## config.mk

```make
export PLATFORM = sky130hd
export DESIGN_NAME = weight_quantizer
export DESIGN_NICKNAME = d
export VERILOG_FILES = /design/src/rtl/weight_quantizer_pkg.sv /design/src/rtl/round_sat8.sv /design/src/rtl/weight_quantizer.sv
export SDC_FILE = /design/constraint.sdc
export NUM_CORES = 1
export LEC_CHECK = 0
export ABC_AREA = 1
export BUFFER_PORTS_ARGS = -buffer_cell sky130_fd_sc_hd__buf_2
export CAP_MARGIN = 20
export CORE_MARGIN = 2
export CORE_UTILIZATION = 43
export DETAILED_ROUTE_END_ITERATION = 6
export HOLD_SLACK_MARGIN = 0.1
export REMOVE_ABC_BUFFERS = 1
export SETUP_SLACK_MARGIN = 0.1
export SLEW_MARGIN = 20
export SYNTH_ARGS = -nofsm -noshare
export SYNTH_HDL_FRONTEND = slang
export SYNTH_HIERARCHICAL = 1
export SYNTH_SLANG_ARGS = --single-unit
export TNS_END_PERCENT = 30
```

## constraint.sdc

```tcl
create_clock -name clk_i -period 16.6 [get_ports clk_i]
set_clock_uncertainty 0.15 [all_clocks]
set_input_delay 1.66 -clock clk_i [delete_from_list [all_inputs] [get_ports clk_i]]
set_output_delay 1.66 -clock clk_i [all_outputs]
set_load 0.03 [all_outputs]
```

## src/rtl/weight_quantizer_pkg.sv

```systemverilog
// Shared quantization definitions: FSM encoding, int8 saturation limits and
// the largest block scale exponent, common to weight and activation paths.
package weight_quantizer_pkg;

    typedef enum logic [2:0] {
        ST_IDLE,
        ST_LOAD,
        ST_SCALE,
        ST_EMIT,
        ST_DONE
    } state_t;

    localparam logic signed [7:0] Q_MAX     = 8'sh7f;
    localparam logic signed [7:0] Q_MIN     = 8'sh80;
    localparam int                MAX_SHIFT = 25;

endpackage

```

## src/rtl/round_sat8.sv

```systemverilog
// Round-half-up arithmetic right shift of a 34-bit signed value, then
// saturation to the signed 8-bit range.
module round_sat8
    import weight_quantizer_pkg::*;
#(
    parameter int SHIFT_W = 5
) (
    input  logic [33:0]        x,
    input  logic [SHIFT_W-1:0] s,
    output logic [7:0]         q
);

    localparam logic signed [33:0] LIM_HI = 34'(Q_MAX);
    localparam logic signed [33:0] LIM_LO = 34'(Q_MIN);

    logic signed [33:0] rnd;
    logic signed [33:0] sum;
    logic signed [33:0] shifted;

    function automatic logic [7:0] sat8(input logic signed [33:0] v);
        if (v > LIM_HI) return Q_MAX;
        if (v < LIM_LO) return Q_MIN;
        return v[7:0];
    endfunction

    always_comb begin
        rnd = '0;
        if (s != '0) rnd = 34'sd1 <<< (s - SHIFT_W'(1));
        sum     = $signed(x) + rnd;
        shifted = sum >>> s;
        q       = sat8(shifted);
    end

endmodule

```

## src/rtl/weight_quantizer.sv

```systemverilog
// Block weight quantizer: buffers DEPTH int32 weights, picks a shared
// power-of-two scale from the block max magnitude, then streams int8 weights.
module weight_quantizer
    import weight_quantizer_pkg::*;
#(
    parameter int DEPTH   = 16,
    parameter int SHIFT_W = 5
) (
    input  logic               clk_i,
    input  logic               rstn_i,
    input  logic               start_i,
    input  logic [31:0]        din_i,
    input  logic               din_valid_i,
    output logic               busy_o,
    output logic [7:0]         qout_o,
    output logic               qvalid_o,
    output logic [SHIFT_W-1:0] shift_o,
    output logic               done_o
);

    localparam int IDX_W = $clog2(DEPTH);
    localparam logic [IDX_W:0] LAST_IDX = (IDX_W+1)'(DEPTH - 1);
    localparam logic [IDX_W:0] END_IDX  = (IDX_W+1)'(DEPTH);

    state_t             state, state_nxt;
    logic [IDX_W:0]     wr_idx, rd_idx;
    logic [32:0]        max_abs, din_ext, din_mag;
    logic [31:0]        mem [DEPTH];
    logic [IDX_W-1:0]   rd_sel;
    logic [31:0]        rd_word;
    logic [SHIFT_W-1:0] shift_calc, shift_sel;
    logic [7:0]         q_round;
    logic               load_acc, emit_more;

    assign load_acc  = (state == ST_LOAD) && din_valid_i;
    assign emit_more = (state == ST_EMIT) && (rd_idx != END_IDX);

    // 33-bit magnitude so that -2^31 maps to +2^31
    always_comb begin
        din_ext = {din_i[31], din_i};
        din_mag = din_i[31] ? (~din_ext + 33'd1) : din_ext;
    end

    always_comb begin
        shift_calc = SHIFT_W'(MAX_SHIFT);
        for (int i = MAX_SHIFT - 1; i >= 0; i--) begin
            if ((max_abs >> i) <= 33'd127) shift_calc = SHIFT_W'(i);
        end
    end

    // SCALE emits sample 0 with the freshly computed shift so EMIT starts registered
    always_comb begin
        rd_sel    = (state == ST_SCALE) ? '0 : rd_idx[IDX_W-1:0];
        rd_word   = mem[rd_sel];
        shift_sel = (state == ST_SCALE) ? shift_calc : shift_o;
    end

    round_sat8 #(.SHIFT_W(SHIFT_W)) u_round (
        .x (({{2{rd_word[31]}}, rd_word})),
        .s (shift_sel),
        .q (q_round)
    );

    always_comb begin
        state_nxt = state;
        case (state)
            ST_IDLE:  if (start_i) state_nxt = ST_LOAD;
            ST_LOAD:  if (load_acc && (wr_idx == LAST_IDX)) state_nxt = ST_SCALE;
            ST_SCALE: state_nxt = ST_EMIT;
            ST_EMIT:  if (rd_idx == END_IDX) state_nxt = ST_DONE;
            ST_DONE:  state_nxt = ST_IDLE;
            default:  state_nxt = ST_IDLE;
        endcase
    end

    always_ff @(posedge clk_i or negedge rstn_i) begin
        if (!rstn_i) begin
            state    <= ST_IDLE;
            wr_idx   <= '0;
            rd_idx   <= '0;
            max_abs  <= '0;
            shift_o  <= '0;
            qout_o   <= '0;
            qvalid_o <= 1'b0;
            done_o   <= 1'b0;
            busy_o   <= 1'b0;
        end else begin
            state  <= state_nxt;
            busy_o <= (state_nxt != ST_IDLE);
            done_o <= (state == ST_EMIT) && (rd_idx == END_IDX);
            if (state == ST_IDLE && start_i) begin
                wr_idx  <= '0;
                max_abs <= '0;
            end
            if (load_acc) begin
                wr_idx <= wr_idx + 1'b1;
                if (din_mag > max_abs) max_abs <= din_mag;
            end
            if (state == ST_SCALE) begin
                shift_o <= shift_calc;
                rd_idx  <= (IDX_W+1)'(1);
            end
            if (emit_more) rd_idx <= rd_idx + 1'b1;
            qvalid_o <= (state == ST_SCALE) || emit_more;
            qout_o   <= ((state == ST_SCALE) || emit_more) ? q_round : 8'd0;
        end
    end

    always_ff @(posedge clk_i) begin
        if (load_acc) mem[wr_idx[IDX_W-1:0]] <= din_i;
    end

endmodule

```

; ---- Yosys cells after proc, flatten, opt, wreduce, memory -nomap -nowiden
; Memory sizes are Yosys's and may differ from the RTL's.
; Cells that the tools add are included.
[op_classes]
addsub = 5
n_bitwise = 1
shift = 2
n_eq_ne = 6
n_reduce_logical = 11
order_cmp = 28
muxes = 50
[op_table]
columns = op, count
row1 = 33-bit 2-to-1 mux, 4
row2 = 5-bit 2-to-1 mux, 21
row3 = 8-bit 2-to-1 mux, 5
row4 = 4-bit 2-to-1 mux, 9
row5 = 32-bit by 34-bit adder with 34-bit output, 1
row6 = 34-bit by 8-bit greater-than comparator with 1-bit output (second input constant), 1
row7 = 34-bit by 8-bit less-than comparator with 1-bit output (second input constant), 1
row8 = 34-bit 2-to-1 mux, 1
row9 = 2-bit by 5-bit <<< shifter with 34-bit output (first input constant), 1
row10 = 34-bit by 5-bit >>> shifter with 34-bit output, 1
row11 = 33-bit by 1-bit adder with 33-bit output (second input constant), 1
row12 = 33-bit greater-than comparator, 1
row13 = 33-bit by 7-bit less-or-equal comparator with 1-bit output (second input constant), 1
row14 = 33-bit inverter, 1
row15 = 32-bit by 7-bit less-or-equal comparator with 1-bit output (second input constant), 1
row16 = 31-bit by 7-bit less-or-equal comparator with 1-bit output (second input constant), 1
row17 = 30-bit by 7-bit less-or-equal comparator with 1-bit output (second input constant), 1
row18 = 29-bit by 7-bit less-or-equal comparator with 1-bit output (second input constant), 1
row19 = 28-bit by 7-bit less-or-equal comparator with 1-bit output (second input constant), 1
row20 = 27-bit by 7-bit less-or-equal comparator with 1-bit output (second input constant), 1
row21 = 26-bit by 7-bit less-or-equal comparator with 1-bit output (second input constant), 1
row22 = 25-bit by 7-bit less-or-equal comparator with 1-bit output (second input constant), 1
row23 = 24-bit by 7-bit less-or-equal comparator with 1-bit output (second input constant), 1
row24 = 23-bit by 7-bit less-or-equal comparator with 1-bit output (second input constant), 1
row25 = 30 further kinds, 44
[word_totals]
elab_cells = 113
inputBits = 36
regBits = 62
output_inout_bits = 16
ram_bits = 512
memories = 1
[mem_list]
columns = name, words, word_bits, read_ports, rd_clocked_by_memory_dff, write_ports, line_no
row1 = mem, 16, 32, 1, 0, 1, weight_quantizer.sv:28  ; logic [31:0] mem [DEPTH];

; ---- Depth between registers and ports, before layout
[logic_depth]
depth_word = 38
ltp_mapped = 55
ltp_nobuf = 52

; ---- Cells and area by module
; The synthesis kept the hierarchy.
[by_module_without_submodules]
columns = mod, cells_per_inst, area_per_inst_um2, instances, seq_area_each_um2
row1 = weight_quantizer, 2167, 24812.5, 1, 16926.2
row2 = round_sat8, 1136, 5476.5, 1, 0.0

; ---- Worst setup path after synthesis
; No wires, ideal clock.
[synth_timing]
path_kind = reg-to-reg
from = register max_abs[32]
to = register qout_o[0]
period_less_slack_ns = 5.581
path_slack_ns = 11.019
path_stages_with_launch = 46
required_ns = 16.377
setup_ns = 0.073
n_path_buf = 3
t_arrival_ns = 5.357
cell_sequence = dfrtp_1 > nor2_1 > nand2_1 > nor2_2 > nand4_1 > nor3b_2 > nand4_1 > a21oi_1 > nand2_1 > nand2_1 > buf_4 > clkbuf_1 > nor2_1 > inv_1 > nor4_1 > or2_2 > clkbuf_1 > nand2_1 > [10 not listed] > nand2_1 > nand2_1 > nand3_1 > nand3_2 > nand2_1 > nand2_2 > nand3_2 > nand3_1 > nand3_1 > nor2_1 > nand2_1 > nor2_1 > nand2_1 > nand2_4 > nand2_1 > nand2_1 > inv_1 > nor2_1
[synth_via]
elab_chain_cells = 38
word_cells_on_any_way = 66
cone_classes = add/sub: 2 / order compare: 27 / shift: 2 / mux: 34 / reduce/logical: 1
[synth_lines]
columns = item, line_no
row1 = "start, declared", weight_quantizer.sv:27  ; logic [32:0] max_abs, din_ext, din_mag;
row2 = "start signal, assigned", weight_quantizer.sv:97  ; if (din_mag > max_abs) max_abs <= din_mag;
row3 = 9-bit by 7-bit less-or-equal comparator with 1-bit output, weight_quantizer.sv:47  ; if ((max_abs >> i) <= 33'd127) shift_calc = SHIFT_W'(i);
row4 = 1-bit 2-to-1 mux, weight_quantizer.sv:47
row5 = 4-bit 2-to-1 mux (8 in series), weight_quantizer.sv:47
row6 = 5-bit 2-to-1 mux (15 in series), weight_quantizer.sv:47
row7 = 5-bit 2-to-1 mux (*), weight_quantizer.sv:47
row8 = 5-bit 2-to-1 mux (*), weight_quantizer.sv:55  ; shift_sel = (state == ST_SCALE) ? shift_calc : shift_o;
row9 = named net shift_sel[0], weight_quantizer.sv:31  ; logic [SHIFT_W-1:0] shift_calc, shift_sel;
row10 = 5-bit by 1-bit subtractor with 5-bit output, round_sat8.sv:28  ; if (s != '0) rnd = 34'sd1 <<< (s - SHIFT_W'(1));
row11 = [2 not listed], --
row12 = 32-bit by 34-bit adder with 34-bit output, round_sat8.sv:29  ; sum = $signed(x) + rnd;
row13 = 34-bit by 5-bit >>> shifter with 34-bit output (*), round_sat8.sv:30  ; shifted = sum >>> s;
row14 = 34-bit by 8-bit less-than comparator with 1-bit output, round_sat8.sv:22  ; if (v < LIM_LO) return Q_MIN;
row15 = 1-bit 2-to-1 mux (2 in series), round_sat8.sv:22
row16 = 8-bit 2-to-1 mux, round_sat8.sv:23  ; return v[7:0];
row17 = 8-bit 2-to-1 mux (*), round_sat8.sv:22
row18 = named net q_round[0], weight_quantizer.sv:32  ; logic [7:0] q_round;
row19 = 8-bit 2-to-1 mux (*), weight_quantizer.sv:105  ; qout_o <= ((state == ST_SCALE) || emit_more) ? q_round : 8'd0;
row20 = "end signal, assigned", weight_quantizer.sv:105
row21 = "end, declared", weight_quantizer.sv:15  ; output logic [7:0] qout_o,
; The timed path passes the listed nets; every way through them passes the cells marked *. The select of a mux whose other input is x is not followed.
; A chain may end at the register's enable or synchronous reset.

; ---- Final worst setup path
[layout_timing]
from = register max_abs[32]
to = register qout_o[6]
; Same word-level chain as after synthesis.

==> results.yml <==
detailed_routing:
  dr.pass1.iters: 5
  wl_um: 92200
  dr_total_vias: 23700
  drcViolationCount: 0
  wl_per_cell_um: 21.5
  ant_nets: 0
  drt_iter0_drc: 2300
  viasPerCell: 5.53
setup_path:
  worstSetupStartpointType: "register"
  cpPeakStageDelay_ns: 0.41
  cp_data_required_time_ns: 17.02
  crit_type: "register to register"
  critical_path_arrival_ns: 7.41
  end_kind: "register"
  crit_top_cell: "nand2_1"
  critPathMaxFanout: 42
  cp_slowest_cell: "buf_4"
floorplanning:
  initial_core_util_pct: 43.3
  dieArea_um2: 72600
  ios: 52
  coreArea_um2: 69900
  rows: 97
  die_w_um: 269
  fp.dieH_um: 269
power_and_ir_drop:
  power_switching_mw: 3.37
  p_int_mw: 3.53
  total_power_mw: 6.90
  power_frac_seq_pct: 25.9
  power_frac_comb_pct: 54.7
  power_leakage_nw: 13.3
  power_density_nw_per_um2: 207
  max-vdd-ir-drop_mv: 0.125
  switching_share_pct: 48.9
  p_clk_share_pct: 19.4
synthesis:
  yosys-top-cells-area: "edfxtp_1 (51%), nor2_1 (8.0%), nand2_1 (7.7%)"
  synthArstFlopShare_pct: 10.8
  synth_cells: 3303
  avgSynthCellArea_um2: 9.17
  synth_area_um2: 30300
  synth_edf_count: 512
  ys_ff_latch: 574
  synth.top_cell.area_share_pct: 50.8
  seq_area_frac_synth_pct: 55.9
  synth.distinct_cells: 55
  yosysTopAreaCell: "edfxtp_1"
  yosys_warnings: 6
  synth_top_flop_cell: "edfxtp_1"
layout:
  n_antenna_cell: 0
  nNetsFinal: 3408
  multi_input_area_um2: 11800
  post-route-util_pct: 47.8
  final_cells: 4290
  nFillCells: 6691
  syn2layout_area_growth_pct: 10.4
  drive_above_1_share_pct: 10.0
  seq_area_um2: 16900
sta:
  maxSlewViolCount: 0
  max_freq_mhz: 143
  tightest_slew_ns: 0.956
  min_period_ns: 6.99
  rsz0062_at_grt: "false"
  slew_headroom_pct: 36.2
  hold_ws_ns: 0.344
  fin_crit_sh_pct: 42.1
  setup_viol: 0
  finalHoldViolations: 0
  fin_setup_tns_ns: 0
clocking:
  cts_resized: 0
  holdBufCountCts: 0
  cts_made_buffers: 61
  cts.root.buffer_cell: "clkbuf_16"
  clk_pin_slew_ns: 0.06
  clock-sinks: 574
  clock_latency_ns: 0.66
  tritoncts: "built"
  cts_buffer_depth: 3
  cts_setup_buffers: 0
  cts.htree.levels: 2
grt:
  grt_pass1_vias: 22500
  grt_max_degree: 79
  grt_pass1_wl_um: 139000
  grt_util_all_layers_pct: 25.0
  grt_overflow: 0
  antenna_found_initial: 3
placed_design:
  hpwl_um: 57300
  port_buffers: 51
  place_congestion: 0.936
  dp.cells: 4175
outcome:
  status: "completed"
run:
  drv_cap: 0
min_path:
  hold_path.class: "register to register"
[logic make-up after synthesis]
logic type | synth area share [%]
AOI/OAI and AO/OA | 8.89
buffers and inverters | 5.86
muxes | 0.0330
and+or+nand+nor | 25.1
DFF | 55.9
xor gates and xnor gates | 1.16
adders and majority gates | 3.08
other | 0.0248
[power by group through the flow]
stage          Combinational [mW]  Sequential (mW)  Clock (mW)
3_5_place_dp                 3.73             1.82           0
3_3_place_gp                 3.75             1.82           0
6_report                     3.78             1.79        1.34
2_1_floorplan                2.50             1.84           0
4_1_cts                      3.75             1.79        1.36
5_1_grt                      4.19             1.80        1.42
[worst max-delay path: cells and delay by family, from the launching register on]
family / cells / cell delay (ns)
buffers and inverters: 5 / 0.96
adder cells (fa/ha/maj): 2 / 0.53
AO/OA/AOI/OAI: 1 / 0.17
flip-flops: 1 / 0.40
AND/OR/NAND/NOR: 34 / 4.34
XOR/XNOR: 1 / 0.27
[worst paths after layout]
kind                                         end  cells past startpoint  slack (ns)                  start
setup / recovery             qout_o[6]$_DFF_PN0_                     43        9.61  max_abs[32]$_DFF_PN0_
hold / removal             wr_idx[3]$_DFFE_PN0P_                      1        0.34  wr_idx[3]$_DFFE_PN0P_
setup reg to reg             qout_o[6]$_DFF_PN0_                     43        9.61  max_abs[32]$_DFF_PN0_
hold reg to reg            wr_idx[3]$_DFFE_PN0P_                      1        0.34  wr_idx[3]$_DFFE_PN0P_
max in group asynchronous  rd_idx[0]$_DFFE_PN0N_                      2       14.50                 rstn_i
min in group asynchronous    qout_o[2]$_DFF_PN0_                      2        1.06                 rstn_i
[cell type report]
cell class              instances  area share, %
clock buffers                  79           4.89
multi-input cells            2300           35.2
inverters                     264           2.99
well taps                     940           3.52
clock inverters                36           1.01
repair buffers                 97           1.80
flip-flops and latches        574           50.6
[Yosys cell counts, types with 4 or more instances]
cell type    n
xor2_1      29
a21oi_1     56
nor4_1       9
xnor2_1     11
clkbuf_1    75
o22ai_1     22
nand3_2     27
o21ai_1      9
nand3b_1     9
o211ai_1    24
edfxtp_1   512
or2_2       22
o311ai_0   101
nand2_1    618
clkinv_1     6
buf_1       11
inv_1      239
nor2_2      11
nor3_1      18
dfrtp_1     62
buf_4       10
ha_1        73
nor2_1     648
buf_6        6
inv_2       18
nand2_4      6
nor3_2       4
o311ai_1     9
clkbuf_2     5
and2_1       6
o21ai_0    194
nand2_2     27
nand4_1     30
buf_2       58
nand3_1    309
[stage by stage]
step,cell area [um^2],worst slack (ns)
2_1_floorplan,29500,8.10
3_3_place_gp,31500,9.53
3_5_place_dp,31500,9.71
4_1_cts,33400,9.65
5_1_grt,33400,8.98
6_report,33400,9.61
[registers in the layout, indices dropped and copies added, names as in the netlist]
register and flops:
mem 512, state 3, busy_o 1, max_abs 33, qout_o 8, qvalid_o 1
done_o 1, wr_idx 5, shift_o 5, rd_idx 5
[routing by layer]
| metal | global-route usage [%] | up-vias | share of wire, % |
|---|---|---|---|
| met5 | 0 | - | 0.043 |
| li1 | - | 11300 | - |
| met3 | 3.47 | 135 | 6.5 |
| met4 | 7.25 | 6 | 2.5 |
| met2 | 41.6 | 809 | 47 |
| met1 | 34.0 | 11400 | 44 |
[placed cells by master, fill, tap and decap left out, types with 16 or more instances in the layout]
cell type / n
edfxtp_1: 512
inv_2: 17
dfrtp_1: 61
nor2_1: 633
or2_2: 22
nand2_2: 28
o211ai_1: 24
clkinv_1: 16
nand2_1: 615
a21oi_1: 56
nand3_1: 309
o311ai_0: 101
o21ai_0: 192
nand4_1: 30
xor2_1: 29
nor2_4: 18
o22ai_1: 22
ha_1: 73
buf_2: 51
inv_1: 238
buf_4: 46
clkbuf_16: 61
nor3_1: 17
nand3_2: 27
Power figures use the tool's default switching activity.
